File: src/rtl/bp_update_unit.sv
// Branch-predictor update unit: queues resolved EX branches for the
// predictor tables and raises a one-cycle mispredict/redirect pulse.
// Optional statistics counters are enabled with the BP_UPD_STATS_EN macro.
module bp_update_unit #(
  parameter int unsigned WIDTH = 32,
  parameter int unsigned DEPTH = 4
) (
  input  logic             clk,
  input  logic             rst,
  input  logic             branch_en_EX,
  input  logic [WIDTH-1:0] PC_EX,
  input  logic [WIDTH-1:0] PC_destination,
  input  logic             feedback_from_ALU,
  input  logic             pred_taken_EX,
  input  logic [WIDTH-1:0] pred_target_EX,
  input  logic             upd_ready,
  output logic             upd_valid,
  output logic [WIDTH-1:0] upd_PC,
  output logic             upd_taken,
  output logic [WIDTH-1:0] upd_target,
  output logic             mispredict,
  output logic [WIDTH-1:0] redirect_PC,
  output logic             stall_EX,
  output logic [31:0]      branch_cnt,
  output logic [31:0]      mispredict_cnt
);

  localparam int unsigned AW = $clog2(DEPTH);

  typedef enum logic {IDLE, ACTIVE} state_t;

  state_t           state_q, state_d;
  logic [AW:0]      wr_ptr_q, wr_ptr_d;
  logic [AW:0]      rd_ptr_q, rd_ptr_d;
  logic             mispredict_q, mispredict_d;
  logic [WIDTH-1:0] redirect_q, redirect_d;

  logic [WIDTH-1:0] pc_mem_q  [DEPTH];
  logic [WIDTH-1:0] tgt_mem_q [DEPTH];
  logic [DEPTH-1:0] tk_mem_q;

  logic full, empty, push, pop, mis_cond;

  assign empty = (wr_ptr_q == rd_ptr_q);
  assign full  = (wr_ptr_q[AW] != rd_ptr_q[AW]) &&
                 (wr_ptr_q[AW-1:0] == rd_ptr_q[AW-1:0]);
  assign pop   = (state_q == ACTIVE) && upd_ready;
  assign push  = branch_en_EX && (!full || pop);

  assign mis_cond = branch_en_EX &&
                    ((feedback_from_ALU != pred_taken_EX) ||
                     (feedback_from_ALU && (PC_destination != pred_target_EX)));

  // Pointer, FSM and mispredict next-state logic.
  always_comb begin
    wr_ptr_d     = wr_ptr_q + (AW+1)'(push);
    rd_ptr_d     = rd_ptr_q + (AW+1)'(pop);
    state_d      = state_q;
    mispredict_d = mis_cond;
    redirect_d   = redirect_q;
    if (mis_cond) begin
      redirect_d = feedback_from_ALU ? PC_destination : PC_EX + WIDTH'(4);
    end
    case (state_q)
      IDLE:   if (push) state_d = ACTIVE;
      ACTIVE: if (pop && !push && (rd_ptr_d == wr_ptr_q)) state_d = IDLE;
      default: state_d = IDLE;
    endcase
  end

  // Control state register with synchronous active-low reset.
  always_ff @(posedge clk) begin
    if (!rst) begin
      state_q      <= IDLE;
      wr_ptr_q     <= '0;
      rd_ptr_q     <= '0;
      mispredict_q <= 1'b0;
      redirect_q   <= '0;
    end else begin
      state_q      <= state_d;
      wr_ptr_q     <= wr_ptr_d;
      rd_ptr_q     <= rd_ptr_d;
      mispredict_q <= mispredict_d;
      redirect_q   <= redirect_d;
    end
  end

  // Queue storage; contents are left unreset, pointers define validity.
  always_ff @(posedge clk) begin
    if (push) begin
      pc_mem_q[wr_ptr_q[AW-1:0]]  <= PC_EX;
      tgt_mem_q[wr_ptr_q[AW-1:0]] <= PC_destination;
      tk_mem_q[wr_ptr_q[AW-1:0]]  <= feedback_from_ALU;
    end
  end

  assign upd_valid   = (state_q == ACTIVE);
  assign upd_PC      = pc_mem_q[rd_ptr_q[AW-1:0]];
  assign upd_target  = tgt_mem_q[rd_ptr_q[AW-1:0]];
  assign upd_taken   = tk_mem_q[rd_ptr_q[AW-1:0]];
  assign stall_EX    = full;
  assign mispredict  = mispredict_q;
  assign redirect_PC = redirect_q;

`ifdef BP_UPD_STATS_EN
  logic [31:0] branch_cnt_q, branch_cnt_d;
  logic [31:0] mispredict_cnt_q, mispredict_cnt_d;

  // Statistics next-state: every EX branch counts, dropped or not.
  always_comb begin
    branch_cnt_d     = branch_cnt_q + 32'(branch_en_EX);
    mispredict_cnt_d = mispredict_cnt_q + 32'(mis_cond);
  end

  // Statistics counter registers.
  always_ff @(posedge clk) begin
    if (!rst) begin
      branch_cnt_q     <= '0;
      mispredict_cnt_q <= '0;
    end else begin
      branch_cnt_q     <= branch_cnt_d;
      mispredict_cnt_q <= mispredict_cnt_d;
    end
  end

  assign branch_cnt     = branch_cnt_q;
  assign mispredict_cnt = mispredict_cnt_q;
`else
  assign branch_cnt     = '0;
  assign mispredict_cnt = '0;
`endif

  // Guard against the queue state and FSM ever disagreeing.
  always_ff @(posedge clk) begin
    if (rst) assert (empty == (state_q == IDLE));
  end

endmodule

File: config.mk
export PLATFORM = sky130hd
export DESIGN_NAME = bp_update_unit
export DESIGN_NICKNAME = d
export VERILOG_FILES = /design/src/rtl/bp_update_unit.sv
export SDC_FILE = /design/constraint.sdc
export NUM_CORES = 1
export LEC_CHECK = 0
export ABC_AREA = 1
export CAP_MARGIN = 20
export CORE_MARGIN = 5
export CORE_UTILIZATION = 42
export DETAILED_ROUTE_END_ITERATION = 8
export GPL_TIMING_DRIVEN = 1
export PLACE_DENSITY = 0.67
export SLEW_MARGIN = 15
export SYNTH_ARGS = -nofsm -noshare
export SYNTH_HDL_FRONTEND = slang
export SYNTH_SLANG_ARGS = --single-unit
File: constraint.sdc
create_clock -name clk -period 7.4 [get_ports clk]
set_input_delay 1.48 -clock clk [delete_from_list [all_inputs] [get_ports clk]]
set_output_delay 1.48 -clock clk [all_outputs]
set_load 0.02 [all_outputs]
Word-level counts from Yosys, hierarchy flattened
Memories as Yosys holds them, arrays and structs flattened. A register that Yosys moved wholly into a read port is not among the register bits. Cells that the tools add are included.

Bits of input ports: 102. Output and inout port bits: 164. Memories kept: 2. Register bits after elaboration: 44. RAM bits: 256.

Memories: pc_mem_q (depth 4, width 32, read ports 1, clocked after Yosys merged registers in 1, write ports 1, line 38) `logic [WIDTH-1:0] pc_mem_q [DEPTH];`; tgt_mem_q (depth 4, width 32, read ports 1, clocked after Yosys merged registers in 1, write ports 1, line 39) `logic [WIDTH-1:0] tgt_mem_q [DEPTH];`.

Equal/unequal tests: 5. Add/sub/neg operators: 3. Reduce and logical (&&, ||, !) cells: 12. Multiplexer cells: 12. Bitwise gates (word level): 1. Order comparisons: 3.

Operator list (count): $add A32 B3 Y32 const B (1); $mux W32 (1); $ne A32 B32 Y1 (1); $logic_and A1 B1 Y1 (8); $add A3 B1 Y3 (2); $lt A2 B3 Y1 const B (2); $mux W1 (5); $bwmux W4 (1); $mux W2 (2); $eq A3 B3 Y1 (1); $bmux W1 S2 (1); $demux W1 S2 (1); $eq A2 B2 Y1 (1); $ge A2 B1 Y1 const B (1); $logic_not A1 Y1 (2); $logic_or A1 B1 Y1 (2); $ne A1 B1 Y1 (2); $pmux W1 S2 (1); $not A1 Y1 (1).

Longest topological paths before layout
Depth in word-level cells: 10. Mapped depth: 14. Depth with buffers taken out: 13.

Worst setup path before layout
No wires, ideal clock.

Path type: input-to-reg. Start point: in upd_ready. End point: mem pc_mem_q[2][0], enable pin. Setup time: 0.568 ns. Data arrival time: 6.133 ns. Setup slack: 0.699 ns. Required time: 6.832 ns. Stages on the path: 4. Cells stage by stage: nand2_1 nand2_1 nand2_1 nor3_1.

Word-level cells in the longest chain between the ends: 5.

Ends and longest elaborated chain: from (decl) (line 16) `input logic upd_ready,`; $logic_and A1 B1 Y1 (line 47) `assign pop = (state_q == ACTIVE) && upd_ready;`; $logic_or A1 B1 Y1 (line 48) `assign push = branch_en_EX && (!full || pop);`; $logic_and A1 B1 Y1 (line 48); $mux W1 (line 90) `if (push) begin`; $mux W1 (implied by the code) (line 91) `pc_mem_q[wr_ptr_q[AW-1:0]] <= PC_EX;`; to (decl) (line 38).

Every way passes these cells.

==> reports/qor.txt <==
Hold bufs inserted after CTS - 0
Power per Cell Area - 243 nW/um2
FF-to-FF End - pc_mem_q[1][17]
Final GP Congestion - 0.853
Largest net degree at the start of global routing - 83
Final core occ - 0.524
Outcome - complete, no violations
Crit Path Category - reg -> out
Max Cap Viol - 0
Share of cells above drive strength 1 - 0.0632
Worst Setup SP - rd_ptr_q[0]
Fill cells - 2817
DR vias - 9947
Cts repair resizes - 0
Placed Cells - 1882
TritonCTS clock tree - done
Via/cell ratio - 5.14
Die Span X - 189 um
Reg2Reg Depth - 8
# setup viols final - 0
Skew-Pair Late Insertion Delay - 560 ps
Pre-CTS setup slack - 3260 ps
Primary FF master, synth - edfxtp_1
Synth top area share - 0.578
Syn Inst Count - 1322
Max Slew Vio Count - 0
CP max stage cell - buf_4
IO Pins - 266
Row count - 65
GRT Total Usage - 0.200
Final Cycle Share - 0.635
Commonest cells in the netlist - edfxtp_1 (260), nand2_1 (240), nor2_1 (226), o21ai_0 (145), inv_1 (75)
Reg2reg setup slack - 3950 ps
Max clock buf depth - 3
Layout area overhead - 22.8%
CP Max Fanout - 82
Die area - 35900 um2
Sequential fraction of the synthesis area - 0.637
Hold_ws - 476 ps
Number of port buffers - 201
DRT antenna net count - 0
FMAX - 213 MHz
Routed wire length - 37.3 mm
Unrepaired setup endpoints after global routing - no
Worst min path class - reg -> reg
CP arrival - 3220 ps
Initial Util - 0.427
Peak supply drop - 0.177 mV
Final min period - 4700 ps
Slew headroom - 0.319
Seq cells post-synth - 300
Routed len/inst - 19.3 um
Initial antenna violation count - 1
Vias in the first global route - 9798
CTS sink cnt - 300
Crit path to - upd_target[25]
Type of destination of the critical path - output port
CP max stage delay - 760 ps
Slew at the pin closest to its max-slew limit - 1020 ps
Post-CTS Setup Inserts - 0
Nets - 1619
Placed Area - 15700 um2
H-tree depth - 1
Post-route cell area - 16600 um2
CP bufs+invs - 2
Synth area leader - edfxtp_1
Fraction of registers with async set/reset - 0
Area contributors post-synth - edfxtp_1 (58%), nand2_1 (6.7%), nor2_1 (6.3%), dfxtp_1 (5.9%), o21ai_0 (5.4%)
Die span in y - 189 um
Setup slack after layout - 2700 ps
Clock Skew - 15.2 ps
Yosys warning count - 0
Critical Path RT - 5920 ps
LEAKAGE - 6.24 nW
Core Area - 31600 um2
Synth unique cells - 37
Total Neg Setup Slack - 0 ps
Top-count cell post-synth - edfxtp_1
Non-filler instance count after layout - 1937
HPWL after DPL - 25.2 mm
Number of iterations in the first detailed-routing pass - 7
Levels on crit path - 4
CP Launch Type - flop
Post-synth EDFFs - 260
Reg-to-Reg Start - rd_ptr_q[0]
First-pass GRT wire length - 56.5 mm
Clock slew seen by the registers of the worst setup and hold paths - 60 ps
Synth Cell Area - 13500 um2
Diode count - 0
TritonCTS buffer count - 30
Clock root buffer - clkbuf_16
Crit-path cells - buf_4, o21ai_0, o22ai_1, clkdlybuf4s50_1
Initial DRC count - 801
Grt ovf - 0
Overall power - 4.03 mW
# DRC - 0
CP top delay family - buffers and inverters
Mean Syn Cell Area - 10.2 um2
Final hold viol count - 0
==> layout by cell type, fill, tap and decap left out, types with 8 or more instances in the layout <==
cell / n
edfxtp_1: 260
nand2_1: 240
nor2_1: 226
clkdlybuf4s50_1: 201
o21ai_0: 145
inv_1: 74
o22ai_1: 73
conb_1: 64
dfxtp_1: 38
nand3_1: 37
clkbuf_16: 31
nor2_2: 23
buf_4: 18
xnor2_1: 10
a21oi_1: 10
nand3b_1: 10
clkinv_1: 9
xor2_1: 8
clkbuf_1: 8
==> cell families (layout without fill, tap and decap cells) <==
| logic type | Yosys count | in the layout | share of synthesized area |
|---|---|---|---|
| other cells | 1 | 64 | 0.000277 |
| buf+inv | 201 | 351 | 0.0781 |
| mux | 3 | 3 | 0.00222 |
| compound gates | 237 | 237 | 0.0962 |
| flops | 300 | 300 | 0.637 |
| xor+xnor | 18 | 18 | 0.0117 |
| simple gates | 557 | 557 | 0.170 |
| fa+ha+maj | 5 | 5 | 0.00463 |
==> layout make-up <==
type | count | area (um2) | area share
Clock buffer | 39 | 806 | 0.0486
Clock inverter | 16 | 121 | 0.00731
Inverter | 77 | 293 | 0.0176
Multi-Input combinational cell | 884 | 4110 | 0.248
Sequential cell | 300 | 8610 | 0.519
Tap cell | 402 | 503 | 0.0303
Timing Repair Buffer | 219 | 2150 | 0.129
==> worst register-to-register path, stage by stage (launching register included) <==
cell and delay [ps]:
dfxtp_4 680, clkinv_2 530, buf_4 440, o22ai_1 270, nor3b_2 80, nand2_1 80
nand2_1 150, nor3_2 280, buf_4 540
==> power breakdown <==
group	switching [mW]	internal, mW	total (mW)
registers	0.0345	1.93	1.96
clock network	0.619	0.830	1.45
logic	0.380	0.235	0.615
==> per-layer routing <==
metal	up-vias	GRT usage	wire (um)
li1	4780	-	-
met1	4699	0.272	15800
met2	415	0.335	17700
met3	51	0.0387	3100
met4	2	0.0454	738
met5	-	0	20
==> sequential cells by signal, indices dropped and copies added, names as in the netlist <==
register     count
mispredict       1
pc_mem_q       128
rd_ptr_q         3
redirect_PC     32
tgt_mem_q      128
tk_mem_q         4
upd_valid        1
wr_ptr_q         3
==> worst min path at each step <==
stage,start,end,cells past startpoint
detailed placement,redirect_PC[3],redirect_PC[3],2
CTS,redirect_PC[26],redirect_PC[26],2
global route,redirect_PC[26],redirect_PC[26],2
floorplan,redirect_PC[23],redirect_PC[23],2
global placement,redirect_PC[26],redirect_PC[26],2
finish,redirect_PC[26],redirect_PC[26],2
Power figures use the tool's default switching activity.
==> RTL edit (same flow settings) <==
Add a define of `BP_UPD_STATS_EN`.
--- a/src/rtl/bp_update_unit.sv
+++ b/src/rtl/bp_update_unit.sv
@@ -3,2 +3,4 @@
 // Optional statistics counters are enabled with the BP_UPD_STATS_EN macro.
+`define BP_UPD_STATS_EN
+
 module bp_update_unit #(
Behaviour: not the same (a bounded check fails within 4 cycles, from zero or initial values and one cycle with rst low).
==> RTL edit against the original RTL <==
Synthesized area rose by 21%; wire length increased by 31%; synthesized cell count grew 31%; clock skew rose by 0.0088 ns; worst setup slack worse by 0.43 ns; sequential cell count rose by 64; total power rose by 22%; final cell count rose by 31%; sequential share of layout area shrank 4.2 points; fmax down 8.4%; non-clock buffer count rose by 59; design area up 25%; critical path type unchanged; critical endpoint is now upd_PC[17]; largest power group unchanged.
==> RTL edit: results (changes against the original RTL) <==
.. list-table::
   :header-rows: 1

   * - Metric
     - Value
   * - Run status
     - finished clean (unchanged)
   * - Capturing point of the worst reg2reg path
     - pc_mem_q[2][21]$_DFFE_PP_ (was pc_mem_q[1][17]$_DFFE_PP_)
   * - GR met2 Demand/Resource
     - 0.360 (was 0.335)
   * - Relative slew margins
     - 0.367 (was 0.319)
   * - Sequential area share after synthesis
     - 0.607 (was 0.637)
   * - Met2 layer wire length in the routed design
     - 23100 um (was 17700 um)
   * - First-pass GRT wire length
     - 74300 um (was 56500 um)
   * - Clock power share
     - 0.405 (was 0.360)
   * - Clock tree buffer count of the final layout
     - 56 (was 39)
   * - Max H-tree Level
     - 2 (was 1)
   * - Via count of the first global-routing pass
     - 12600 (was 9798)
   * - Xor-xnor portion of the synthesized cell area
     - 0.0215 (was 0.0117)
   * - FF+latch count
     - 364 (was 300)
   * - Worst Hold Launch
     - branch_cnt[31]$_SDFF_PN0_ (was redirect_PC[26]$_SDFFE_PN0P_)
   * - Estimated wirelength of the detail-placed design
     - 33600 um (was 25200 um)
   * - End point of the worst hold path
     - branch_cnt[31]$_SDFF_PN0_ (was redirect_PC[26]$_SDFFE_PN0P_)
   * - Total track usage
     - 0.219 (was 0.200)
   * - IR Drop Worst-Case VDD
     - 0.158 mV (was 0.177 mV)
   * - First-pass iteration count of the detailed router
     - 5 (was 7)
   * - Final #Nets
     - 2094 (was 1619)
   * - Depth of the worst register-to-register path
     - 7 (was 8)
   * - Fraction of standard cell area in multi-input logic
     - 0.265 (was 0.248)
   * - Synth cell types
     - 42 (was 37)
   * - Complex-gate fraction of the synthesized area
     - 0.100 (was 0.0962)
   * - GP Congestion
     - 0.892 (was 0.853)
   * - Multi-input combinational cell count
     - 1130 (was 884)
   * - Total CTS buffers
     - 41 (was 30)
   * - Sequential Power Share
     - 0.470 (was 0.487)
   * - Cell with the biggest individual delay on the critical path
     - sky130_fd_sc_hd__clkinv_2 (was sky130_fd_sc_hd__buf_4)
   * - Register-to-Register Setup Slack
     - 3.76 ns (was 3.95 ns)
   * - Port Buf Inserts
     - 265 (was 201)
==> RTL edit: cell count changes in the layout (fill, tap and decap cells not counted), sizes merged, moves of 42 or more <==
cell           delta
conb             -64
nor2             +48
a21oi            +42
dfxtp            +64
inv              +91
clkdlybuf4s50    +63
nand2            +91
==> RTL edit: per-stage QoR <==
step | worst slack, ns | hold WS [ns] | utilization | area [um^2] | instances
2_1_floorplan | 0.698 | 0.538 | - | 16300 | 1730
3_5_place_dp | 2.21 | 0.467 | 0.504 | 19400 | 2458
4_1_cts | 2.22 | 0.473 | 0.538 | 20800 | 2533
6_report | 2.27 | 0.476 | 0.538 | 20800 | 2534
3_3_place_gp | 2.28 | 0.461 | 0.504 | 19400 | 2458
5_1_grt | 1.98 | 0.514 | 0.538 | 20800 | 2533
==> RTL edit: worst max path at each step <==
stage | startpoint | end | slack [ns] | cells after the start
floorplan | upd_ready | pc_mem_q[0][0]$_DFFE_PP_ | 0.70 | 4
global placement | feedback_from_ALU | mispredict_cnt[24]$_SDFF_PN0_ | 2.28 | 22
detailed placement | PC_destination[17] | mispredict_cnt[26]$_SDFF_PN0_ | 2.21 | 23
CTS | rd_ptr_q[0]$_SDFF_PN0_ | upd_PC[10] | 2.22 | 5
global route | rd_ptr_q[0]$_SDFF_PN0_ | upd_PC[10] | 1.98 | 5
finish | rd_ptr_q[0]$_SDFF_PN0_ | upd_PC[17] | 2.27 | 5
==> RTL edit: cells by family (layout without fill, tap and decap cells) <==
| family | Yosys count | after routing |
|---|---|---|
| simple gates | 777 | 777 |
| flops | 364 | 364 |
| compound gates | 304 | 304 |
| buf+inv | 236 | 521 |
| xor+xnor | 40 | 40 |
| fa+ha+maj | 9 | 9 |
| other cells | 0 | 1 |
